[config.mk]
export PLATFORM = sky130hd
export DESIGN_NAME = envelope_gen
export DESIGN_NICKNAME = d
export VERILOG_FILES = /design/src/rtl/envelope_gen.sv
export SDC_FILE = /design/constraint.sdc
export NUM_CORES = 1
export LEC_CHECK = 0
export BUFFER_PORTS_ARGS = -buffer_cell sky130_fd_sc_hd__buf_2
export CAP_MARGIN = 10
export CORE_UTILIZATION = 34
export DETAILED_ROUTE_END_ITERATION = 7
export PLACE_DENSITY = 0.52
export SYNTH_ARGS = -nofsm -noshare
export SYNTH_HDL_FRONTEND = slang
export SYNTH_SLANG_ARGS = --single-unit
[constraint.sdc]
create_clock -name clk_in -period 14.1 [get_ports clk_in]
set_clock_uncertainty 0.1 [all_clocks]
set_input_delay 2.82 -clock clk_in [delete_from_list [all_inputs] [get_ports clk_in]]
set_output_delay 2.82 -clock clk_in [all_outputs]
set_load 0.02 [all_outputs]
[src/rtl/envelope_gen.sv]
// envelope_gen: ADSR envelope generator producing an unsigned fixed-point
// gain (0..MAX, MAX = 1 << FIXED_POINT) for a downstream multiplier.
//
// Ports
//   clk_in         clock, rising edge
//   reset          synchronous, active-low reset
//   tick           sample strobe; the envelope only advances on tick cycles
//   gate           note held (1) / released (0); rising edges retrigger
//   attack_rate    level increment per tick in ATTACK (0 = jump to MAX)
//   decay_rate     level decrement per tick in DECAY (0 = jump to sustain)
//   sustain_level  sustain target, clamped to MAX
//   release_rate   level decrement per tick in RELEASE (0 = jump to 0)
//   env_level      registered gain
//   state          current state code (IDLE=0 .. RELEASE=4)
//   busy           high whenever state != IDLE
//   done           one-cycle pulse when RELEASE reaches 0 and returns to IDLE
module envelope_gen #(
  parameter int C_WIDTH     = 32,
  parameter int FIXED_POINT = 8
) (
  input  logic               clk_in,
  input  logic               reset,
  input  logic               tick,
  input  logic               gate,
  input  logic [C_WIDTH-1:0] attack_rate,
  input  logic [C_WIDTH-1:0] decay_rate,
  input  logic [C_WIDTH-1:0] sustain_level,
  input  logic [C_WIDTH-1:0] release_rate,
  output logic [C_WIDTH-1:0] env_level,
  output logic [2:0]         state,
  output logic               busy,
  output logic               done
);

  localparam logic [C_WIDTH-1:0] MAX = {{(C_WIDTH-1){1'b0}}, 1'b1} << FIXED_POINT;

  localparam logic [2:0] IDLE    = 3'd0;
  localparam logic [2:0] ATTACK  = 3'd1;
  localparam logic [2:0] DECAY   = 3'd2;
  localparam logic [2:0] SUSTAIN = 3'd3;
  localparam logic [2:0] RELEASE = 3'd4;

  logic [2:0]         state_q, state_d;
  logic [C_WIDTH-1:0] level_q, level_d;
  logic               gate_q;
  logic               pend_q, pend_d;
  logic               done_q, done_d;
  logic [C_WIDTH-1:0] sus_lvl;
  logic [C_WIDTH-1:0] nxt_lvl;

  // min(a + b, MAX), evaluated one bit wider so a large rate cannot wrap.
  function automatic logic [C_WIDTH-1:0] sat_add_max(input logic [C_WIDTH-1:0] a,
                                                     input logic [C_WIDTH-1:0] b);
    logic [C_WIDTH:0] s;
    s = {1'b0, a} + {1'b0, b};
    return (s >= {1'b0, MAX}) ? MAX : s[C_WIDTH-1:0];
  endfunction

  // max(a - b, floor) without underflow.
  function automatic logic [C_WIDTH-1:0] sub_floor(input logic [C_WIDTH-1:0] a,
                                                   input logic [C_WIDTH-1:0] b,
                                                   input logic [C_WIDTH-1:0] floor);
    logic [C_WIDTH:0] d;
    d = {1'b0, a} - {1'b0, b};
    return (d[C_WIDTH] || (d[C_WIDTH-1:0] <= floor)) ? floor : d[C_WIDTH-1:0];
  endfunction

  // State, level, gate history and retrigger flag
  always_ff @(posedge clk_in) begin
    if (!reset) begin
      state_q <= IDLE;
      level_q <= '0;
      gate_q  <= 1'b0;
      pend_q  <= 1'b0;
      done_q  <= 1'b0;
    end else begin
      state_q <= state_d;
      level_q <= level_d;
      gate_q  <= gate;
      pend_q  <= pend_d;
      done_q  <= done_d;
    end
  end

  // Next state and next level
  always_comb begin
    state_d = state_q;
    level_d = level_q;
    done_d  = 1'b0;
    nxt_lvl = '0;
    sus_lvl = (sustain_level > MAX) ? MAX : sustain_level;
    // A tick consumes any pending edge; an edge seen this cycle re-arms it
    // so it is honoured on the following tick.
    pend_d  = (tick ? 1'b0 : pend_q) | (gate & ~gate_q);

    if (state_q > RELEASE) begin
      state_d = IDLE;
      level_d = '0;
    end else if (tick) begin
      if (pend_q) begin
        // Retrigger keeps the current level so there is no click.
        state_d = ATTACK;
      end else if (!gate && (state_q == ATTACK || state_q == DECAY || state_q == SUSTAIN)) begin
        state_d = RELEASE;
      end else begin
        case (state_q)
          ATTACK: begin
            nxt_lvl = (attack_rate == '0) ? MAX : sat_add_max(level_q, attack_rate);
            level_d = nxt_lvl;
            if (nxt_lvl == MAX) state_d = DECAY;
          end
          DECAY: begin
            nxt_lvl = (decay_rate == '0) ? sus_lvl : sub_floor(level_q, decay_rate, sus_lvl);
            level_d = nxt_lvl;
            if (nxt_lvl == sus_lvl) state_d = SUSTAIN;
          end
          SUSTAIN: level_d = sus_lvl;
          RELEASE: begin
            nxt_lvl = (release_rate == '0) ? '0 : sub_floor(level_q, release_rate, '0);
            level_d = nxt_lvl;
            if (nxt_lvl == '0) begin
              state_d = IDLE;
              done_d  = 1'b1;
            end
          end
          default: level_d = '0;
        endcase
      end
    end
  end

  // Outputs
  always_comb begin
    state     = state_q;
    env_level = level_q;
    busy      = (state_q != IDLE);
    done      = done_q;
  end

endmodule

==> results.sh, run 1 <==
export IMPL_status="finished clean"
export IMPL_synth_area_leaders="ha_1 (17%), dfxtp_1 (7.9%), a21oi_1 (6.9%)"
export IMPL_hold_viol_final=0
export IMPL_finalSetupViolCount=0
export IMPL_maxCapViolations=0
export IMPL_clock_latency_ns=0.29
export IMPL_fin_crit_ns=8.07
export IMPL_core_um2=27800
export IMPL_synth_simple_area_share_pct=26.7
export IMPL_busiest_layer="met2"
export IMPL_antenna_cells=0
export IMPL_dr_pass1_iters=6
export IMPL_switchingPower_uw=165
export IMPL_die_h_um=170
export IMPL_p_leak_uw=0.00512
export IMPL_muxShareOfSynthArea_pct=1.78
export IMPL_worstPathRequired_ns=14.21
export IMPL_ys_top_cells_by_count="nand2_1 (137), a21oi_1 (132), ha_1 (128), inv_1 (105), o21ai_0 (92)"
export IMPL_whs_endpoint="pend_q"
export IMPL_vias=11700
export IMPL_io_buffer_count=168
export IMPL_rsz0062_at_grt="false"
export IMPL_cts_made_buffers=5
export IMPL_crit_fanout=12
export IMPL_synth_edf_count=0
export IMPL_seqPwrFrac_pct=25.2
export IMPL_intPower_uw=275
export IMPL_hold_buffers=0
export IMPL_wl_per_cell_um=21.8
export IMPL_grt_use_total_pct=28.2
export IMPL_clock_fmax_mhz=124
export IMPL_met1_usage_pct=39.4
export IMPL_cp_start_kind="primary input"
export IMPL_synth_xor_xnor_area_share_pct=5.28
export IMPL_ir_drop_mv=0.0476
export IMPL_critPathKind="primary input to flip-flop"
export IMPL_dp_hpwl_um=34800
export IMPL_antenna_found_initial=2
export IMPL_worst_r2r_cell_count=18
export IMPL_worstPathArrival_ns=8.18
export IMPL_area_delta_synth_final_pct=14.8
export IMPL_ios=169
export IMPL_layout_drive_gt1_share_pct=14.0
export IMPL_min_from="gate_q"
export IMPL_cts_tree="yes"
export IMPL_tightestPinTransition_ns=1.22
export IMPL_syn_inst=1395
export IMPL_ys_warnings_count=0
export IMPL_drtIter0Drc=1021
export IMPL_pwr_density_cell_nw_per_um2=39.9
export IMPL_post_cts_repair_setup_buffers=0
export IMPL_async_reset_ff_share_pct=0
export IMPL_tns_ns=0
export IMPL_worstReg2RegEnd="env_level[17]"
export IMPL_start_util_pct=34.6
export IMPL_setup_ws_ns=6.03
export IMPL_grt_use_met3_pct=3.70
export IMPL_cp_end_kind="flip-flop"
export IMPL_r2r_start="env_level[1]"
export IMPL_fp_dieW_um=170
export IMPL_num_rows=61
export IMPL_yosysMostFrequentCell="nand2_1"
export IMPL_syn_mean_instance_area_um2=6.89
export IMPL_grt_pass1_wl_um=62500
export IMPL_drc=0
export IMPL_holdPathStages=2
export IMPL_htree_levels=2
export IMPL_timing_max_slew_rel_slack_pct=18.1
export IMPL_switching_share_pct=37.5
export IMPL_fin_crit_sh_pct=57.2
export IMPL_synth_top_family_by_area="compound AO/OA/AOI/OAI gates"
export IMPL_pwr_share_clk_pct=34.2
export IMPL_clockRootBuffer="clkbuf_16"
export IMPL_clockBufferDepth=2
export IMPL_yosysTopAreaCellShare_pct=16.7
export IMPL_p_comb_share_pct=40.6
export IMPL_dieArea_um2=29000
export IMPL_pre_cts_slack_ns=5.88
export IMPL_place_gp_congestion=0.947
export IMPL_cts_reportedPaths_clkPinSlew_ns=0.06
export IMPL_synth_ff_type="dfxtp_1"
export IMPL_routed_wl_um=42000
export IMPL_postRouteAntennaNets=0
export IMPL_grt_overflow=0
export IMPL_regToRegSetupSlack_ns=8.08
export IMPL_grt_pass1_vias=10600
export IMPL_vias_per_cell=6.07
export IMPL_nNetsFinal=1809
export IMPL_final_max_slew_viol_count=0
export IMPL_synth_distinct_cells=91
export IMPL_grt_max_degree=20
export IMPL_synth_area_um2=9610
export IMPL_synth_fa_ha_area_share_pct=17.3
export IMPL_hp_class="flip-flop to flip-flop"
export IMPL_use_met2_pct=45.4
export IMPL_post_cts_resized=0
export IMPL_ys_ff_latch=38
export IMPL_yosysSeqAreaShare_pct=7.91
export IMPL_clock_sinks=38
export IMPL_synth_top_area_cell="ha_1"
export IMPL_synth_compound_gate_area_share_pct=34.7
-- state kept, by name, summed over array words and instances, names as in the netlist --
signal and cells:
state 3, gate_q 1, pend_q 1, env_level 32, done 1
-- cells in the final DEF (no fill, tap or decap), types with 38 or more instances in the layout --
cell and instances:
dfxtp_1 38, o21ai_0 92, inv_1 105, nand2_1 137
a21oi_1 132, nor4_1 40, a21o_1 38, ha_1 128
nand4_1 50, nor2_1 89, buf_2 168
-- area by class of cell --
cell class | count | area (um^2)
inverters | 105 | 394
clock buffers | 5 | 125
clock inverters | 3 | 68.8
flip-flops and latches | 38 | 761
multi-input cells | 1222 | 8330
repair buffers | 174 | 886
well taps | 378 | 473
fillers | 3043 | 16700
-- worst max-delay path: stages --
cell and delay [ns]:
buf_2 0.12, ha_1 0.21, fa_1 0.41, nor2b_1 0.25, o221a_2 0.32, o211ai_1 0.17, a211oi_1 0.46, o21bai_1 0.20
a41o_1 0.26, nor2_1 0.23, inv_1 0.08, ha_1 0.30, nand4_1 0.09, or3_1 0.41, o31ai_1 0.36, nand3_1 0.41
nor2_1 0.77, a22oi_1 0.17, o21ai_0 0.12
-- layer usage --
layer / up-vias / routed length [um]
li1: 5623 / -
met1: 5535 / 19400
met2: 471 / 18500
met3: 50 / 2980
met4: 2 / 1030
met5: - / 13
-- metrics by stage --
| stage | area (um^2) | power, uW | hold WS (ns) | util (%) | cells |
|---|---|---|---|---|---|
| 2_1_floorplan | 9700 | 222 | 0.423 | - | 1417 |
| 3_3_place_gp | 10800 | 287 | 0.443 | 39.0 | 1917 |
| 3_5_place_dp | 10800 | 288 | 0.445 | 39.0 | 1917 |
| 4_1_cts | 11000 | 436 | 0.454 | 39.7 | 1925 |
| 5_1_grt | 11000 | 461 | 0.473 | 39.7 | 1925 |
| 6_report | 11000 | 440 | 0.450 | 39.7 | 1925 |
-- power by group through the flow --
stage          clock, uW  combinational, uW  sequential (uW)
2_1_floorplan          0                108              113
3_3_place_gp           0                174              113
3_5_place_dp           0                174              113
4_1_cts              150                175              111
5_1_grt              155                195              111
6_report             151                179              111
-- cell families (layout without fill, tap and decap cells) --
group	Yosys count	in the layout
fa+ha+maj	131	131
buf+inv	157	287
compound gates	497	497
other cells	1	23
flops	38	38
mux	16	16
simple gates	497	497
xor+xnor	58	58
-- worst max-delay path by stage --
| stage | startpoint | endpoint | cells past startpoint |
|---|---|---|---|
| global route | decay_rate[0] | env_level[21] | 21 |
| floorplan | decay_rate[0] | env_level[5] | 20 |
| detailed placement | decay_rate[0] | env_level[17] | 19 |
| CTS | decay_rate[0] | env_level[17] | 19 |
| global placement | decay_rate[0] | env_level[31] | 19 |
| finish | decay_rate[0] | env_level[17] | 19 |
Note: power is estimated with default switching activity, not from simulation.
==> inputs of run 2 (changes only) <==
- clock period: 14.1 -> 7.9 ns (I/O delays scaled with it)
==> run 2 against run 1 <==
  * Die area unchanged
  * Worst hold slack better by 0.0011 ns
  * Total power up 80%
  * Non-clock buffer count up 1
  * Final cell count up 0.21%
  * Count of clock-buffer cells in the layout up 1
  * Utilization up 0.072 points
  * Critical path type unchanged
  * Critical endpoint unchanged
==> results.sh, run 2 (synthesis gave the netlist of run 1 again) <==
export IMPL_status="finished clean"
export IMPL_ir_drop_mv=0.0824
export IMPL_fin_crit_sh_pct=87.4
export IMPL_setup_ws_ns=0.998
export IMPL_htree_levels=2
export IMPL_worstReg2RegEnd="env_level[17]"
export IMPL_cts_made_buffers=5
export IMPL_p_leak_uw=0.00513
export IMPL_die_h_um=170
export IMPL_final_common_cell="buf_2"
export IMPL_layout_drive_gt1_share_pct=14.0
export IMPL_dieArea_um2=29000
export IMPL_p_comb_share_pct=40.3
export IMPL_r2r_start="env_level[1]"
export IMPL_antenna_found_initial=3
export IMPL_fp_dieW_um=170
export IMPL_cts_tree="yes"
export IMPL_ios=169
export IMPL_pre_cts_slack_ns=0.819
export IMPL_cp_start_kind="primary input"
export IMPL_regToRegSetupSlack_ns=1.82
export IMPL_maxCapViolations=0
export IMPL_holdPathStages=2
export IMPL_grt_max_degree=20
export IMPL_nNetsFinal=1810
export IMPL_place_area_um2=10800
export IMPL_largest_reg_flops=32
export IMPL_switching_share_pct=37.0
export IMPL_fin_crit_ns=6.90
export IMPL_pwr_density_cell_nw_per_um2=71.8
export IMPL_timing_max_slew_rel_slack_pct=16.9
export IMPL_rsz0062_at_grt="false"
export IMPL_vias=11700
export IMPL_hold_viol_final=0
export IMPL_clock_sinks=38
export IMPL_tns_ns=0
export IMPL_postRouteAntennaNets=0
export IMPL_whs_ns=0.451
export IMPL_worstPathArrival_ns=7.02
export IMPL_switchingPower_uw=294
export IMPL_cts_reportedPaths_clkPinSlew_ns=0.06
export IMPL_pwr_share_clk_pct=34.8
export IMPL_num_rows=61
export IMPL_core_um2=27800
export IMPL_min_from="gate_q"
export IMPL_seqPwrFrac_pct=25.0
export IMPL_tightestPinTransition_ns=1.24
export IMPL_intPower_uw=500
export IMPL_drc=0
export IMPL_final_max_slew_viol_count=0
export IMPL_layout_common_cells="buf_2 (168), nand2_1 (137), a21oi_1 (132), ha_1 (128), inv_1 (105)"
export IMPL_dr_pass1_iters=5
export IMPL_drtIter0Drc=981
export IMPL_whs_endpoint="pend_q"
export IMPL_post_cts_resized=0
export IMPL_io_buffer_count=168
export IMPL_postLayoutCoreUtil_pct=39.8
export IMPL_wl_per_cell_um=21.7
export IMPL_crit_fanout=12
export IMPL_vias_per_cell=6.08
export IMPL_start_util_pct=34.6
export IMPL_final_area_um2=11100
export IMPL_cp_end_kind="flip-flop"
export IMPL_post_cts_repair_setup_buffers=0
export IMPL_area_delta_synth_final_pct=15.0
export IMPL_critPathKind="primary input to flip-flop"
export IMPL_worstPathRequired_ns=8.02
export IMPL_grt_pass1_vias=10700
export IMPL_clock_fmax_mhz=145
export IMPL_routed_wl_um=41800
export IMPL_grt_overflow=0
export IMPL_dp_hpwl_um=34700
export IMPL_hp_class="flip-flop to flip-flop"
export IMPL_grt_pass1_wl_um=62400
export IMPL_place_gp_congestion=0.947
export IMPL_worst_r2r_cell_count=18
export IMPL_clockBufferDepth=2
export IMPL_hold_buffers=0
export IMPL_clock_latency_ns=0.29
export IMPL_finalSetupViolCount=0
export IMPL_clockRootBuffer="clkbuf_16"
export IMPL_grt_use_total_pct=28.3
-- run 2: metrics by stage --
step / std cells / total power, uW
2_1_floorplan: 1417 / 396
3_3_place_gp: 1918 / 513
3_5_place_dp: 1918 / 514
4_1_cts: 1926 / 786
5_1_grt: 1926 / 831
6_report: 1929 / 794
-- run 2: worst max-delay path by stage --
stage	startpoint	to	depth (start not counted)
finish	decay_rate[0]	env_level[17]	19
global route	decay_rate[0]	env_level[21]	19
CTS	decay_rate[0]	env_level[17]	19
detailed placement	decay_rate[0]	env_level[17]	19
global placement	decay_rate[0]	env_level[31]	19
floorplan	decay_rate[0]	env_level[5]	20
-- run 2: worst max-delay path, stage by stage --
cell	delay, ns
buf_2	0.12
ha_1	0.21
fa_1	0.40
nor2b_1	0.25
o221a_2	0.31
o211ai_1	0.18
a211oi_1	0.47
o21bai_1	0.20
a41o_1	0.26
nor2_1	0.22
inv_1	0.08
ha_1	0.30
nand4_1	0.10
or3_1	0.41
o31ai_1	0.40
nand3_1	0.44
nor2_1	0.78
a22oi_1	0.17
o21ai_0	0.12
-- run 2: power groups by stage --
stage	sequential [uW]	combinational, uW	clock (uW)
after floorplan	203	194	0
after detailed placement	202	312	0
after global routing	199	349	283
after global placement	202	311	0
final	198	320	276
after CTS	198	314	275
-- run 2: cell type report --
class                      count  area [um^2]
fill                        3030        16700
multi-input combinational   1222         8330
timing repair buffer         175          893
sequential                    38          761
tap                          378          473
inverter                     105          394
clock buffer                   6          139
clock inverter                 2         60.1
antenna                        3         7.51
-- run 2: per-layer routing --
metal / routed length, um / track usage, %
met4: 1470 / 9.67
met1: 19000 / 38.8
met5: 0 / 0
met2: 18200 / 44.4
met3: 3090 / 4.84
